$ cat src/rtl/p02_pkg.sv
// p02_pkg: shared types and helpers for the p02 iterative datapath controller.
//   seq_state_t    - sequencer state encoding (DONE is a distinct state from IDLE)
//   DEF_*          - default configuration of op_sequencer
//   clog2_min1()   - ceil(log2(n)), at least 1, for index widths that must not collapse to 0
package p02_pkg;

    localparam int unsigned DEF_NUM_OPERANDS = 2;
    localparam int unsigned DEF_ITERATIONS   = 16;
    localparam bit          DEF_AUTO_START   = 1'b0;

    typedef enum logic [2:0] {
        IDLE       = 3'd0,
        LOAD       = 3'd1,
        READY      = 3'd2,
        PROCESSING = 3'd3,
        DONE       = 3'd4
    } seq_state_t;

    function automatic int unsigned clog2_min1(input int unsigned n);
        return (n > 1) ? int'($clog2(n)) : 1;
    endfunction

endpackage

$ cat src/rtl/iter_counter.sv
// iter_counter: CNT_W-bit up-counter with synchronous clear and count enable.
// Ports:
//   clk   in   clock, rising edge
//   rst   in   asynchronous active-high reset
//   clr   in   synchronous clear (wins over en)
//   en    in   increment enable
//   count out  current count
//   tc    out  high while count == MAX_COUNT
module iter_counter #(
    parameter int unsigned CNT_W     = 4,
    parameter int unsigned MAX_COUNT = 15
) (
    input  logic             clk,
    input  logic             rst,
    input  logic             clr,
    input  logic             en,
    output logic [CNT_W-1:0] count,
    output logic             tc
);

    always_ff @(posedge clk or posedge rst) begin
        if (rst) begin
            count <= '0;
        end else if (clr) begin
            count <= '0;
        end else if (en) begin
            count <= count + 1'b1;
        end
    end

    assign tc = (count == CNT_W'(MAX_COUNT));

endmodule

$ cat src/rtl/op_sequencer.sv
// op_sequencer: control FSM for the p02 iterative arithmetic datapath.
// Loads NUM_OPERANDS operands, launches the datapath, then runs it for at most
// ITERATIONS cycles or until the datapath reports done. Supports abort and auto-start.
// Ports:
//   clk      in   clock, rising edge
//   rst      in   asynchronous active-high reset
//   start    in   launch request (level, sampled each cycle)
//   load     in   operand-valid strobe from the host
//   abort    in   cancel current operation
//   done     in   early-termination flag from the datapath
//   sel      out  index of operand being loaded
//   load_en  out  operand register write enable (combinational)
//   go       out  high in the first PROCESSING cycle only
//   stop     out  high for the single DONE cycle
//   busy     out  high in every state except IDLE
//   iter_cnt out  current processing iteration
//   err      out  one-cycle pulse after an early start or an abort
module op_sequencer
    import p02_pkg::*;
#(
    parameter int unsigned NUM_OPERANDS = DEF_NUM_OPERANDS,
    parameter int unsigned ITERATIONS   = DEF_ITERATIONS,
    parameter bit          AUTO_START   = DEF_AUTO_START,
    parameter int unsigned SEL_W        = clog2_min1(NUM_OPERANDS),
    parameter int unsigned CNT_W        = $clog2(ITERATIONS)
) (
    input  logic             clk,
    input  logic             rst,
    input  logic             start,
    input  logic             load,
    input  logic             abort,
    input  logic             done,
    output logic [SEL_W-1:0] sel,
    output logic             load_en,
    output logic             go,
    output logic             stop,
    output logic             busy,
    output logic [CNT_W-1:0] iter_cnt,
    output logic             err
);

    localparam logic [SEL_W-1:0] SEL_LAST   = SEL_W'(NUM_OPERANDS - 1);
    localparam seq_state_t       AFTER_LOAD = AUTO_START ? PROCESSING : READY;

    seq_state_t state;
    logic       cnt_en;
    logic       cnt_clr;
    logic       cnt_tc;

    // Counter runs only in PROCESSING and is cleared on the way out, so it reads 0
    // in DONE and never wraps past ITERATIONS-1.
    assign cnt_en  = (state == PROCESSING);
    assign cnt_clr = cnt_en & (abort | done | cnt_tc);

    iter_counter #(
        .CNT_W     (CNT_W),
        .MAX_COUNT (ITERATIONS - 1)
    ) u_iter_counter (
        .clk   (clk),
        .rst   (rst),
        .clr   (cnt_clr),
        .en    (cnt_en),
        .count (iter_cnt),
        .tc    (cnt_tc)
    );

    always_ff @(posedge clk or posedge rst) begin
        if (rst) begin
            state <= IDLE;
            sel   <= '0;
            err   <= 1'b0;
        end else begin
            err <= 1'b0;
            unique case (state)
                IDLE: begin
                    // abort is ignored here; start is ignored but flagged
                    if (start) begin
                        err <= 1'b1;
                    end
                    if (load) begin
                        if (NUM_OPERANDS == 1) begin
                            state <= AFTER_LOAD;
                        end else begin
                            sel   <= SEL_W'(1);
                            state <= LOAD;
                        end
                    end
                end
                LOAD: begin
                    if (abort) begin
                        sel   <= '0;
                        err   <= 1'b1;
                        state <= IDLE;
                    end else begin
                        // start with load: the load still proceeds, start only flags err
                        if (start) begin
                            err <= 1'b1;
                        end
                        if (load) begin
                            if (sel == SEL_LAST) begin
                                sel   <= '0;
                                state <= AFTER_LOAD;
                            end else begin
                                sel <= sel + 1'b1;
                            end
                        end
                    end
                end
                READY: begin
                    if (abort) begin
                        err   <= 1'b1;
                        state <= IDLE;
                    end else if (start) begin
                        state <= PROCESSING;
                    end
                end
                PROCESSING: begin
                    if (abort) begin
                        err   <= 1'b1;
                        state <= IDLE;
                    end else if (done || cnt_tc) begin
                        state <= DONE;
                    end
                end
                DONE: begin
                    state <= IDLE;
                end
                default: begin
                    sel   <= '0;
                    state <= IDLE;
                end
            endcase
        end
    end

    // Gated by rst so no write strobe reaches the datapath while in reset.
    assign load_en = load & ~rst & ((state == IDLE) | (state == LOAD));
    assign go      = (state == PROCESSING) && (iter_cnt == '0);
    assign stop    = (state == DONE);
    assign busy    = (state != IDLE);

endmodule

$ cat config.mk
export PLATFORM = sky130hd
export DESIGN_NAME = op_sequencer
export DESIGN_NICKNAME = d
export VERILOG_FILES = /design/src/rtl/p02_pkg.sv /design/src/rtl/iter_counter.sv /design/src/rtl/op_sequencer.sv
export SDC_FILE = /design/constraint.sdc
export NUM_CORES = 1
export LEC_CHECK = 0
export CAP_MARGIN = 30
export CORE_AREA = 2 2 39 41
export DETAILED_ROUTE_END_ITERATION = 8
export DIE_AREA = 0 0 41 43
export MAX_ROUTING_LAYER = met4
export PLACE_DENSITY = 0.75
export SYNTH_ARGS = -nofsm -noshare
export SYNTH_HDL_FRONTEND = slang
export SYNTH_SLANG_ARGS = --single-unit
$ cat constraint.sdc
create_clock -name clk -period 2.8 [get_ports clk]
set_input_delay 0.42 -clock clk [delete_from_list [all_inputs] [get_ports clk]]
set_output_delay 0.42 -clock clk [all_outputs]
set_load 0.01 [all_outputs]
# Word-level counts from Yosys, hierarchy flattened
# Index checks and enable logic that the tools add are counted.
[word_totals]
wordCells = 54
output_inout_bits = 10
register_bits = 9
input_bits = 6
[op_classes]
add_sub_neg = 2
muxes = 20
bitwise = 8
n_eq_ne = 10
n_reduce_logical = 10
[ops]
columns = ["operator", "n"]
rows = [
  ["two-way mux 3 bit", 8],
  ["one-hot mux 3 bit (4 select lines)", 1],
  ["inequality test 3 bit, second input constant", 3],
  ["two-way mux 4 bit", 2],
  ["two-way mux 1 bit", 7],
  ["equality test 3 x 2 -> 1 bit, second input constant", 2],
  ["one-hot mux 1 bit (3 select lines)", 2],
  ["AND reduction 5 bit", 1],
  ["adder 4 x 1 -> 4 bit, second input constant", 1],
  ["equality test 4 bit, second input constant", 1],
  ["logical NOT 4 bit", 1],
  ["bitwise AND 1 bit", 3],
  ["equality test 3 x 1 -> 1 bit, second input constant", 1],
  ["equality test 3 bit, second input constant", 1],
  ["logical NOT 3 bit", 1],
  ["inequality test 3 x 2 -> 1 bit, second input constant", 1],
  ["OR 1 bit", 3],
  ["AND reduction 3 bit", 1],
  ["nonzero test 3 bit", 1],
  ["OR reduction 3 bit", 1],
  ["inequality test 2 bit, second input constant", 1],
  ["inverter 1 bit", 2],
  ["nonzero test 2 bit", 1],
  ["OR reduction 2 bit", 1],
  ["other kinds (3)", 3],
]

# Depth between registers and ports, before layout
[logic_depth]
word_depth = 5
depth_mapped = 5

# Cells and area by module
# From an unflattened synthesis, not the netlist that was laid out.
[hier_totals]
cells_unflattened = 62
area_unflattened_um2 = 580.6
[by_module_without_submodules]
columns = ["mod", "cells_each", "n_inst", "area_per_inst_um2"]
rows = [
  ["op_sequencer", 44, 1, 377.9],
  ["iter_counter", 18, 1, 202.7],
]

# Least setup slack after synthesis
# No wires, ideal clock.
[synth_timing]
kind = "flip-flop to output port"
from = "reg state[1]"
to = "out load_en"
slack_ns = 1.355
arrival_ns = 1.025
n_path_buf = 1
path_stages_with_launch = 3
required_ns = 2.380
path_cell_list = "dfrtp_1 buf_2 nor4_1"
[synth_between]
elab_chain_len = 3
elab_cells_between_ends = 4
cone_classes = "1 x eq/ne; 2 x bitwise; 1 x reduce/logical"
[synth_lines]
columns = ["item", "line_no", "rtl"]
rows = [
  ["start, declared", "op_sequencer.sv:45", "seq_state_t state;"],
  ["start signal, assigned", "op_sequencer.sv:69", "state <= IDLE;"],
  ["start signal, assigned", "op_sequencer.sv:82", "state <= AFTER_LOAD;"],
  ["start signal, assigned", "op_sequencer.sv:85", "state <= LOAD;"],
  ["equality test 3 x 1 -> 1 bit or logical NOT 3 bit (tied branches)", "op_sequencer.sv:137", "assign load_en = load & ~rst & ((state == IDLE) | (state == LOAD));"],
  ["OR 1 bit *", "op_sequencer.sv:137", ""],
  ["bitwise AND 1 bit *", "op_sequencer.sv:137", ""],
  ["end, declared", "op_sequencer.sv:34", "output logic load_en,"],
]
# Every way passes the cells marked *; elsewhere a longest branch is shown, timed or not.

# Worst setup path after layout
[layout_timing]
from = "reg state[1]"
to = "out go"
[layout_between]
elab_chain_len = 2
[layout_lines]
columns = ["item", "line_no", "rtl"]
rows = [
  ["equality test 3 x 2 -> 1 bit", "op_sequencer.sv:138", "assign go = (state == PROCESSING) && (iter_cnt == '0);"],
  ["logical AND 1 bit", "op_sequencer.sv:138", ""],
  ["end, declared", "op_sequencer.sv:35", "output logic go,"],
]
# No other way between the ends.

==> results.tsv <==
metric	value	unit
run status	completed	
switching share of power	39.98	%
Syn Area/Cell	8.986	um2
unrepaired setup endpoints after global routing	no	
worst setup path start	state[1]$_DFFE_PP0P_	
Fin Hold WS	0.4568	ns
Starting Density	42.86	%
vias in the first global route	476	
CP Class	register to primary output	
Clock transition at path regs	0.07	ns
Die Y	43	um
Comb power frac	44.6	%
Post-synth EDFFs	0	
starting DRC count in detailed routing	13	
Final setup viols	0	
Yosys top cell area share	37.97	%
CORE AREA	1384	um2
fin crit share	82.18	%
Port-buffer cells	15	
Clk network pwr share	14.2	%
GPL Wtd Cong	0.7163	
crit-path cells	nand3b_4 > nor4b_2 > clkdlybuf4s50_1	
most numerous cell in the Yosys netlist	dfrtp_1	
ANT nets after route	0	
Vias/cell	5.196	
# rows	14	
die area	1763	um2
R2R Setup Slk	1.43	ns
Cells after DPL	93	
post-place setup slack	0.6114	ns
Die W	41	um
post_cts resized	0	
Reg-to-Reg End	state[0]$_DFFE_PP0P_	
largest net degree at the start of global routing	14	
ranking of synthesized cells by area	dfrtp_1, o21ai_0, nand2_1	
Final Max Slew Viols	0	
worst skew pair latency	0.26	ns
commonest cells in the netlist	dfrtp_1, nand2_1, nor2_1, o21ai_0, inv_1	
CTS Buffer Depth	2	
register area share after synthesis	37.97	%
Final min period	2.301	ns
CP Launch Type	register	
total CTS buffers	3	
P&R area growth vs syn	28.69	%
mapped cell area	593.1	um2
Unique masters post-synth	29	
I/O pins	16	
Critical Path Max Stage Delay	0.59	ns
CP bufs+invs	1	
setup_tns	0	ns
Async SR Flop Fraction	100.0	%
Gate Count Post-Synth	66	
Reg2Reg Launch Point	u_iter_counter.count[0]$_DFFE_PP0P_	
CP Max Fanout	13	
Leak	0.3217	nW
Worst Skew	0.01405	ns
Fmax	0.4346	GHz
first-pass GRT wire length	2083	um
internal power	0.0004205	W
Sequential Power Share	41.2	%
DRT Pass-1 Iters	4	
Avg WL per Cell	12.08	um
Hold Buf Count CTS	0	
setup ws final	0.4989	ns
layout cells sized above 1	12.35	%
Worst Max-Slew Pin Slew	0.4156	ns
main flop type after synthesis	dfrtp_1	
remaining global-route overflow	0	
maxcap violations	0	
FF-to-FF path depth	4	
slowest cell on the critical path	dfrtp_1	
slew margin rel.	72.29	%
vias	504	
detailed-route wire length	1172	um
final hold violation count	0	
synth warn	0	
Post-CTS Setup Repair Bufs	0	
Net Sw Power	0.0002801	W
Tightest Hold Check Type	input pin to async pin	
CP top delay family	flip-flops	
antenna violations before repair	0	
Antenna diodes	0	
detailed-route DRC error count	0	
Critical Path AT	1.88	ns
Req. time, crit path	2.38	ns
TritonCTS clock tree	built	
Yosys top cell by area	dfrtp_1	
Max VDD drop	0.0004816	V
Total Power Consumption	0.0007006	W
non-filler cells, final	97	
endpoint class of the critical path	primary output	
#FFs+latches synth	9	
Mapped Nets	74	
TritonCTS Sinks	9	
CTS H-tree lvls	1	
DP HPWL	843.9	um
nets	90	
All-Layer GR Usage	18.15	%
CTS Root Cell	clkbuf_4	
Pwr Density	917.9	nW/um2
==> routing by layer <==
layer  track usage, %  wire length, um
met2            22.81              533
met3            9.424               52
met5                -                0
met1            24.75              571
met4            6.000               15
==> layout make-up <==
| class | instances | area, um2 |
|---|---|---|
| clock buffers | 4 | 26.28 |
| fillers | 134 | 620.6 |
| inverters | 4 | 15.01 |
| multi-input cells | 49 | 326.6 |
| flip-flops and latches | 9 | 225.2 |
| well taps | 16 | 20.02 |
| repair buffers | 15 | 150.1 |
==> per-stage QoR <==
stage	utilization, %	area [um2]
global placement	53.25	737.0
floorplan	-	593.1
CTS	55.15	763.2
finish	55.15	763.2
global route	55.15	763.2
detailed placement	53.25	737.0
==> kinds of logic after synthesis <==
kind of cell	share of synthesized area [%]
buffers and inverters	6.960
adders and majority gates	4.219
and+or+nand+nor	28.90
DFF	37.98
AOI/OAI and AO/OA	21.94
==> layout by cell type, fill, tap and decap left out, types with 2 or more instances in the layout <==
cell type        Yosys  routed
inv_1                4       4
clkbuf_4             0       3
nor4_1               2       2
nand2b_1             2       2
ha_1                 2       2
a21oi_1              3       3
a31oi_1              2       2
nor2_1               7       7
nand2_1              7       7
nand3_1              2       2
o21ai_0              6       6
dfrtp_1              9       9
clkdlybuf4s50_1      0      15
==> power by group through the flow <==
stage / Sequential, W / Combinational, W / Clock, W
6_report: 0.000289 / 0.000312 / 0.0000995
5_1_grt: 0.000305 / 0.000352 / 0.000115
4_1_cts: 0.000289 / 0.000316 / 0.000104
3_5_place_dp: 0.000293 / 0.000313 / 0
3_3_place_gp: 0.000287 / 0.000308 / 0
2_1_floorplan: 0.000267 / 0.000210 / 0
==> worst max path at each step <==
| stage | to | slack (ns) | depth (start not counted) |
|---|---|---|---|
| floorplan | load_en | 1.35 | 2 |
| global placement | load_en | 0.63 | 4 |
| detailed placement | load_en | 0.61 | 4 |
| CTS | go | 0.48 | 3 |
| global route | go | 0.38 | 3 |
| finish | go | 0.50 | 3 |
==> flip-flops by register name, summed over array words and instances, names as in the netlist <==
register and cells:
sel 1, state 3, u_iter_counter.count 4, err 1
No activity file was read; power rests on OpenSTA's default activity.
